<file path="config.mk">
export PLATFORM = sky130hd
export DESIGN_NAME = regfile_param
export DESIGN_NICKNAME = d
export VERILOG_FILES = /design/src/rtl/regfile_pkg.sv /design/src/rtl/regfile_param_rdport.sv /design/src/rtl/regfile_param.sv
export SDC_FILE = /design/constraint.sdc
export NUM_CORES = 1
export LEC_CHECK = 0
export ABC_CLOCK_PERIOD_IN_PS = 2000
export BUFFER_PORTS_ARGS = -buffer_cell sky130_fd_sc_hd__buf_2
export CAP_MARGIN = 20
export CORE_ASPECT_RATIO = 0.5
export CORE_MARGIN = 2
export CORE_UTILIZATION = 45
export CTS_CLUSTER_DIAMETER = 100
export DETAILED_ROUTE_END_ITERATION = 6
export HOLD_SLACK_MARGIN = 0.05
export PLACE_DENSITY = 0.64
export SYNTH_ARGS = -nofsm -noshare
export SYNTH_HDL_FRONTEND = slang
export SYNTH_SLANG_ARGS = --single-unit
</file>
<file path="constraint.sdc">
create_clock -name clk -period 2 [get_ports clk]
set_input_delay 0.4 -clock clk [delete_from_list [all_inputs] [get_ports clk]]
set_output_delay 0.4 -clock clk [all_outputs]
set_load 0.05 [all_outputs]
</file>
<file path="src/rtl/regfile_pkg.sv">
// regfile_pkg: shared definitions for the parametrised register file.
//   - sweep_state_e : sweep-clear sequencer states
//   - DEF_WIDTH / DEF_DEPTH : default geometry
//   - addr_w()      : address width for a given entry count
package regfile_pkg;

    typedef enum logic [0:0] {
        ST_IDLE  = 1'b0,
        ST_SWEEP = 1'b1
    } sweep_state_e;

    localparam int DEF_WIDTH = 8;
    localparam int DEF_DEPTH = 8;

    // Address width; never below one bit so a 2-entry file still has a port.
    function automatic int addr_w(input int depth);
        return (depth > 2) ? $clog2(depth) : 1;
    endfunction

endpackage

</file>
<file path="src/rtl/regfile_param_rdport.sv">
// regfile_rdport: one combinational read port of the register file.
//   mem_flat_i : all entries, entry i at bits [i*WIDTH +: WIDTH]
//   raddr_i    : read address
//   byp_en_i   : a write is being accepted this cycle (bypass allowed)
//   waddr_i    : write address, wdata_i : write data
//   rdata_o    : read data
module regfile_rdport
    import regfile_pkg::*;
#(
    parameter int WIDTH   = DEF_WIDTH,
    parameter int DEPTH   = DEF_DEPTH,
    parameter int BYPASS  = 1,
    parameter int R0_ZERO = 0,
    parameter int AW      = addr_w(DEPTH)
) (
    input  logic [DEPTH*WIDTH-1:0] mem_flat_i,
    input  logic [AW-1:0]          raddr_i,
    input  logic                   byp_en_i,
    input  logic [AW-1:0]          waddr_i,
    input  logic [WIDTH-1:0]       wdata_i,
    output logic [WIDTH-1:0]       rdata_o
);

    // Read mux; the hard-zero entry has priority over bypass so entry 0
    // never forwards write data when it is tied to zero.
    always_comb begin
        rdata_o = '0;
        if ((R0_ZERO != 0) && (raddr_i == '0)) begin
            rdata_o = '0;
        end else if ((BYPASS != 0) && byp_en_i && (raddr_i == waddr_i)) begin
            rdata_o = wdata_i;
        end else begin
            rdata_o = mem_flat_i[raddr_i*WIDTH +: WIDTH];
        end
    end

endmodule

</file>
<file path="src/rtl/regfile_param.sv">
// regfile_param: WIDTH x DEPTH register file, one write port, two
// combinational read ports, optional write-through bypass and a
// one-entry-per-cycle sweep-clear engine.
//   clk, clr (async active-low reset)
//   we, waddr, wdata         : write port
//   raddr_a/rdata_a, raddr_b/rdata_b : read ports
//   sweep_req  : start a sweep (sampled while idle)
//   sweep_busy : sweep in progress (registered)
//   wr_drop    : one-cycle pulse, a write was refused during a sweep
module regfile_param
    import regfile_pkg::*;
#(
    parameter int WIDTH   = DEF_WIDTH,
    parameter int DEPTH   = DEF_DEPTH,
    parameter int BYPASS  = 1,
    parameter int R0_ZERO = 0,
    localparam int AW     = addr_w(DEPTH)
) (
    input  logic             clk,
    input  logic             clr,
    input  logic             we,
    input  logic [AW-1:0]    waddr,
    input  logic [WIDTH-1:0] wdata,
    input  logic [AW-1:0]    raddr_a,
    output logic [WIDTH-1:0] rdata_a,
    input  logic [AW-1:0]    raddr_b,
    output logic [WIDTH-1:0] rdata_b,
    input  logic             sweep_req,
    output logic             sweep_busy,
    output logic             wr_drop
);

    localparam logic [AW-1:0] PTR_ONE  = AW'(1);
    localparam logic [AW-1:0] PTR_LAST = AW'(DEPTH - 1);

    sweep_state_e     state_q, state_d;
    logic [AW-1:0]    ptr_q, ptr_d;
    logic             busy_q, busy_d;
    logic             wr_drop_q, wr_drop_d;
    logic [WIDTH-1:0] mem_q [DEPTH];

    logic             sweep_s;
    logic             wr_ok_s;
    logic [DEPTH-1:0] ent_we_s;
    logic [WIDTH-1:0] ent_wd_s;
    logic [DEPTH*WIDTH-1:0] mem_flat_s;

    assign sweep_s = (state_q == ST_SWEEP);

    // Write acceptance and per-entry write decoder (sweep owns the port).
    always_comb begin
        wr_ok_s  = we && !sweep_s && !((R0_ZERO != 0) && (waddr == '0));
        ent_wd_s = sweep_s ? '0 : wdata;
        for (int i = 0; i < DEPTH; i++) begin
            if (sweep_s) begin
                ent_we_s[i] = (ptr_q == AW'(i));
            end else begin
                ent_we_s[i] = wr_ok_s && (waddr == AW'(i));
            end
        end
    end

    // Sweep sequencer next-state; the pointer wraps to 0 after the last entry.
    always_comb begin
        state_d   = state_q;
        ptr_d     = ptr_q;
        wr_drop_d = 1'b0;
        case (state_q)
            ST_IDLE: begin
                if (sweep_req) begin
                    state_d = ST_SWEEP;
                    ptr_d   = '0;
                end else begin
                    state_d = ST_IDLE;
                end
            end
            ST_SWEEP: begin
                wr_drop_d = we;
                ptr_d     = ptr_q + PTR_ONE;
                if (ptr_q == PTR_LAST) begin
                    state_d = ST_IDLE;
                end else begin
                    state_d = ST_SWEEP;
                end
            end
            default: begin
                state_d = ST_IDLE;
                ptr_d   = '0;
            end
        endcase
        busy_d = (state_d == ST_SWEEP);
    end

    // Sequencer state, pointer and registered status outputs.
    always_ff @(posedge clk or negedge clr) begin
        if (!clr) begin
            state_q   <= ST_IDLE;
            ptr_q     <= '0;
            busy_q    <= 1'b0;
            wr_drop_q <= 1'b0;
        end else begin
            state_q   <= state_d;
            ptr_q     <= ptr_d;
            busy_q    <= busy_d;
            wr_drop_q <= wr_drop_d;
        end
    end

    // Storage array with per-entry write enables.
    always_ff @(posedge clk or negedge clr) begin
        if (!clr) begin
            for (int i = 0; i < DEPTH; i++) begin
                mem_q[i] <= '0;
            end
        end else begin
            for (int i = 0; i < DEPTH; i++) begin
                if (ent_we_s[i]) begin
                    mem_q[i] <= ent_wd_s;
                end
            end
        end
    end

    for (genvar g = 0; g < DEPTH; g++) begin : g_flat
        assign mem_flat_s[g*WIDTH +: WIDTH] = mem_q[g];
    end

    regfile_rdport #(
        .WIDTH(WIDTH), .DEPTH(DEPTH), .BYPASS(BYPASS), .R0_ZERO(R0_ZERO), .AW(AW)
    ) u_rd_a (
        .mem_flat_i(mem_flat_s),
        .raddr_i   (raddr_a),
        .byp_en_i  (we && !sweep_s),
        .waddr_i   (waddr),
        .wdata_i   (wdata),
        .rdata_o   (rdata_a)
    );

    regfile_rdport #(
        .WIDTH(WIDTH), .DEPTH(DEPTH), .BYPASS(BYPASS), .R0_ZERO(R0_ZERO), .AW(AW)
    ) u_rd_b (
        .mem_flat_i(mem_flat_s),
        .raddr_i   (raddr_b),
        .byp_en_i  (we && !sweep_s),
        .waddr_i   (waddr),
        .wdata_i   (wdata),
        .rdata_o   (rdata_b)
    );

    assign sweep_busy = busy_q;
    assign wr_drop    = wr_drop_q;

endmodule

</file>
======== Word level (Yosys, flattened, before mapping) ========
Index checks and enable logic that the tools add are counted.
cells by class
  add/subtract/negate cells ............... 1
  multipliers ............................. 0
  div/mod/pow operators ................... 0
  order comparisons ....................... 0
  equality and inequality tests ........... 17
  shifts and indexed selects .............. 2
  multiplexer cells ....................... 17
  bitwise logic cells ..................... 1
  reductions and logical operators ........ 14
operators with widths
  cell                   count
  $shiftx A64 B7 Y8      2
  $eq A3 B3 Y1 const B   8
  $mux W8                3
  $eq A3 B2 Y1 const B   4
  $logic_and A1 B1 Y1    11
  $mux W1                11
  $eq A3 B1 Y1 const B   2
  $eq A3 B3 Y1           2
  $logic_not A3 Y1       2
  $pmux W3 S2            1
  $add A3 B1 Y3 const B  1
  $mux W3                1
  $ne A2 B2 Y1 const B   1
  $pmux W1 S2            1
  $logic_not A1 Y1       1
  $not A1 Y1             1
word-level totals
  register bits after elaboration ......... 69
  latch bits .............................. 0
  bits in writable memories ............... 0
  bits in read-only memories .............. 0
  bits of input ports ..................... 21
  logic and storage cells ................. 63
  memories kept ........................... 0

======== Logic depth before layout (Yosys ltp) ========
  word-level depth ........................ 4
  depth in mapped cells ................... 7
  mapped depth without buffers ............ 5

======== Hierarchy ========
From an unflattened synthesis, not the netlist that was laid out.
second synthesis, totals
  cell total of the unflattened synthesis .. 354
  area, all modules ....................... 4431.8 sq um
by module, submodules not included
  module          times used  cells an instance  area an instance (sq um)  seq. area each (sq um)
  regfile_param   1           272                3110.5                    1726.7
  regfile_rdport  2           41                 660.6                     0.0

======== Worst setup path after synthesis ========
OpenSTA, ideal clock, no wires.
  kind .................................... input-to-output
  from .................................... input raddr_a[0]
  to ...................................... output rdata_a[0]
  data arrival time ....................... 2.215 ns
  data required time ...................... 1.600 ns
  setup slack ............................. -0.615 ns
  cell stages on the path ................. 6
  cells stage by stage .................... buf_2 buf_4 xnor2_1 nand4_1 buf_2 a21oi_1
on the way
  cells in the longest elaborated chain, start to end .. 3
  elaborated cells on any way between the ends .. 4
  those cells by class .................... eq/ne: 1; shift: 1; mux: 1; reduce/logical: 1
ends and longest elaborated chain
  item                                                                       line                        RTL
  start: declaration                                                         regfile_param.sv:24         input logic [AW-1:0] raddr_a,
  parallel branches: the longest is 2 deep, another holds $shiftx A64 B7 Y8  n/a
  $mux W8 (*)                                                                regfile_param_rdport.sv:30  end else if ((BYPASS != 0) && byp_en_i && (raddr_i == waddr_i)) begin
  end: declaration                                                           regfile_param.sv:25         output logic [WIDTH-1:0] rdata_a,
Every way passes the cells marked *.

======== Worst setup path in the final report ========
  from .................................... register mem_q, in the netlist mem_flat_s[59]
  to ...................................... output rdata_b[3]
on the way
  cells in the longest elaborated chain, start to end .. 2
ends and longest elaborated chain
  item                              line                        RTL
  start: declaration                regfile_param.sv:40         logic [WIDTH-1:0] mem_q [DEPTH];
  start signal: indexed assignment  regfile_param.sv:118        mem_q[i] <= ent_wd_s;
  $shiftx A64 B7 Y8                 regfile_param_rdport.sv:33  rdata_o = mem_flat_i[raddr_i*WIDTH +: WIDTH];
  $mux W8                           regfile_param_rdport.sv:30
  end: declaration                  regfile_param.sv:27         output logic [WIDTH-1:0] rdata_b,
No other way between the ends.

==> run metrics <==
Hold-fix buffers, CTS=0; Hold Vio Cnt, Final=0; Post-Synth XOR/XNOR Area=1.27%; DRC Markers=0; Crit path arrival time=1.77 ns; global placer's final weighted congestion=between 0.7 and 0.8; PD cells=between 1000 and 1500 nW/µm²; mux cell area share after synthesis=39.1%; fin util=66.4%; CP Data Required Time=1.60 ns; Worst setup SP type=register; post-placement setup slack=-0.210 ns; HPWL Detailed=7910 µm; placed instance count=474; setup violators final=16; Worst Slack Setup Final=-0.168 ns; Core Footprint=a little under 9000 µm²; clk buf depth=2; max-cap violations=0; sequential share of the synthesized area=between 40% and 50%; placed instance area=4980 µm²; Post-Syn Instances=302; Slew headroom=between 40% and 50%; largest fanout on the critical path=4; period utilisation layout=108%; syn nets=approximately 330; Max Fclk=roughly 0.46 GHz; layout cells sized above 1=63.4%; clock latency on the worst-skew pair=0.34 ns; Synth Area in Compound Gates=7.77%; via density per instance=about 5.8; Hold WC Path Type=primary input to asynchronous set/reset pin; clock root cell=clkbuf_16; initial core utilization=a little under half; Post-synth EDFFs=0; Yosys warning count=0; Antenna Cells=0; outcome=complete, but fails checks; initial antenna violation count=0; Final Critical Period=2.17 ns; Die Ht=71.7 µm; routed length per instance=22.2 µm; Clock transition at path regs=0.06 ns; area grow syn2layout=41.7%; Cell variety after synth=31; CTS HTree Levels=3; Routed WL=11400 µm; gr usage total=24.9%; CTS Buf Count=9; WS Path Type=register to output pin; vias in the first global route=about 3300; DRT iter0 DRCs=297; die width=approximately 140 µm; CTS tree=yes; # nets final=418; largest family of logic cells by synthesized area=multiplexers; failing checks=negative setup slack; Non-Filler Instances=513; DIE AREA=9990 µm²; first-pass GRT wire length=18500 µm; RSZ-0062 raised after global routing=yes; TritonRoute pass-1 iters=4; TritonCTS sink count=69; Synth Area in Simple Gates=5.28%; Synth Flop Type=dfrtp_1; largest net degree at the start of global routing=70; Layout Skew=0.00817 ns; Via Count=2985; maximum vdd drop=707 µV; Synth async-reset ratio=100%; syn_area_per_cell=13.7 µm²; max-slew violations=0; endpoint class of the critical path=output pin; grt total ovfl=0; Synth Cell Area=4120 µm²; post-route cell area=5840 µm²; # rows=24; adder-cell share of the synthesized area=under 10%; register bit total from synthesis=69; port bufs=38; worst slew pin tran=0.850 ns; Final Total Pwr=0.00797 W; post-route antenna net violation count=0; Pleak=2.45 nW; # IOs=39
sequential cells by signal, summed over array words and instances (netlist names):
name / count
mem_flat_s: 64
ptr_q: 3
sweep_busy: 1
wr_drop: 1
logic make-up (layout without fill, tap and decap cells):
logic type,count (synthesis),in the layout
AOI/OAI and AO/OA,42,42
xor gates and xnor gates,6,6
adders and majority gates,6,6
buffers and inverters,24,118
DFF,69,69
muxes,112,112
and+or+nand+nor,43,43
worst paths after layout:
kind | from | to | slack [ns] | cells past startpoint
setup / recovery | mem_flat_s[59]$_DFFE_PN0P_ | rdata_b[3] | -0.17 | 5
max in group asynchronous | clr | mem_flat_s[31]$_DFFE_PN0P_ | 1.63 | 2
hold / removal | clr | ptr_q[0]$_DFFE_PN0P_ | 0.07 | 2
hold reg to reg | mem_flat_s[48]$_DFFE_PN0P_ | mem_flat_s[48]$_DFFE_PN0P_ | 0.52 | 1
min in group clk | we | wr_drop$_DFF_PN0_ | 0.32 | 2
setup reg to reg | sweep_busy$_DFF_PN0_ | mem_flat_s[5]$_DFFE_PN0P_ | 0.10 | 5
where the power goes:
group	leakage, nW	internal [W]	total, W	switching [W]
clock	0.146	0.00100	0.00164	0.000636
combinational	1.38	0.00206	0.00403	0.00197
sequential	0.927	0.00189	0.00230	0.000414
total	2.45	0.00495	0.00797	0.00302
layer usage:
metal / up-vias / part of all wire, % / wire (µm) / GRT usage [%]
li1: 1331 / - / - / -
met1: 1533 / 44 / 4950 / 34.2
met2: 106 / 46 / 5210 / 39.7
met3: 15 / 9.2 / 1040 / 5.88
met4: 0 / 1.5 / 176 / 8.42
met5: - / 0 / 0 / 0
timing repair:
action                                  in CTS  in global routing
gates resized for setup                     71                 20
gates cloned                                 1                  0
endpoints found under the setup margin      16                 16
pin swaps                                   13                  4
buffers inserted                            16                  6
cells in the mapped netlist (4+ instances only):
cell       instances  share of area (%)
ha_1               6                1.8
nor2_1            19                1.7
mux2i_1           32                7.8
nand2_1            5               0.46
mux4_2            32                 17
mux2_2            40                 11
a21oi_1           17                2.1
inv_1              4               0.36
o22ai_2            4                1.2
buf_2              5               0.61
xnor2_1            6                1.3
mux2_4             8                2.9
o2bb2ai_1         16                3.4
dfrtp_1           69                 42
nor2b_1            9                1.4
clkbuf_1          10               0.91
layout make-up:
type,count,area (µm²)
Clock buffer,11,243
Clock inverter,5,60.1
Fill cell,618,2960
Inverter,4,15.0
Multi-Input combinational cell,209,2700
Sequential cell,69,1730
Tap cell,117,146
Timing Repair Buffer,98,948
placed cells by master, fill, tap and decap left out, drive strengths merged:
cell type   n
clkbuf     11
a22o        1
or3         1
o22ai       4
mux2i      32
or3b        1
ha          6
and2        1
nor2       21
nand2b      2
nor2b       9
o32a        1
dfrtp      69
nand4       2
o2bb2ai    16
a21oi      17
clkinvlp    1
mux4       32
o32ai       1
buf        98
o21ai       2
clkinv      3
bufinv      1
nand2       5
inv         4
nand3b      1
mux2       48
xnor2       6
critical path, cell delays in order (launching register included):
cell     delay, ns
dfrtp_1       0.40
mux4_2        0.49
mux2i_2       0.19
buf_4         0.15
a21oi_4       0.05
buf_6         0.15
per-stage QoR:
stage	hold slack, ns	TNS (ns)
after floorplan	0.104	-0.122
after global placement	0.443	-2.35
after detailed placement	0.455	-2.66
after CTS	0.0945	-1.23
after global routing	0.109	-1.79
final	0.0743	-1.08
No activity file was read; power rests on OpenSTA's default activity.
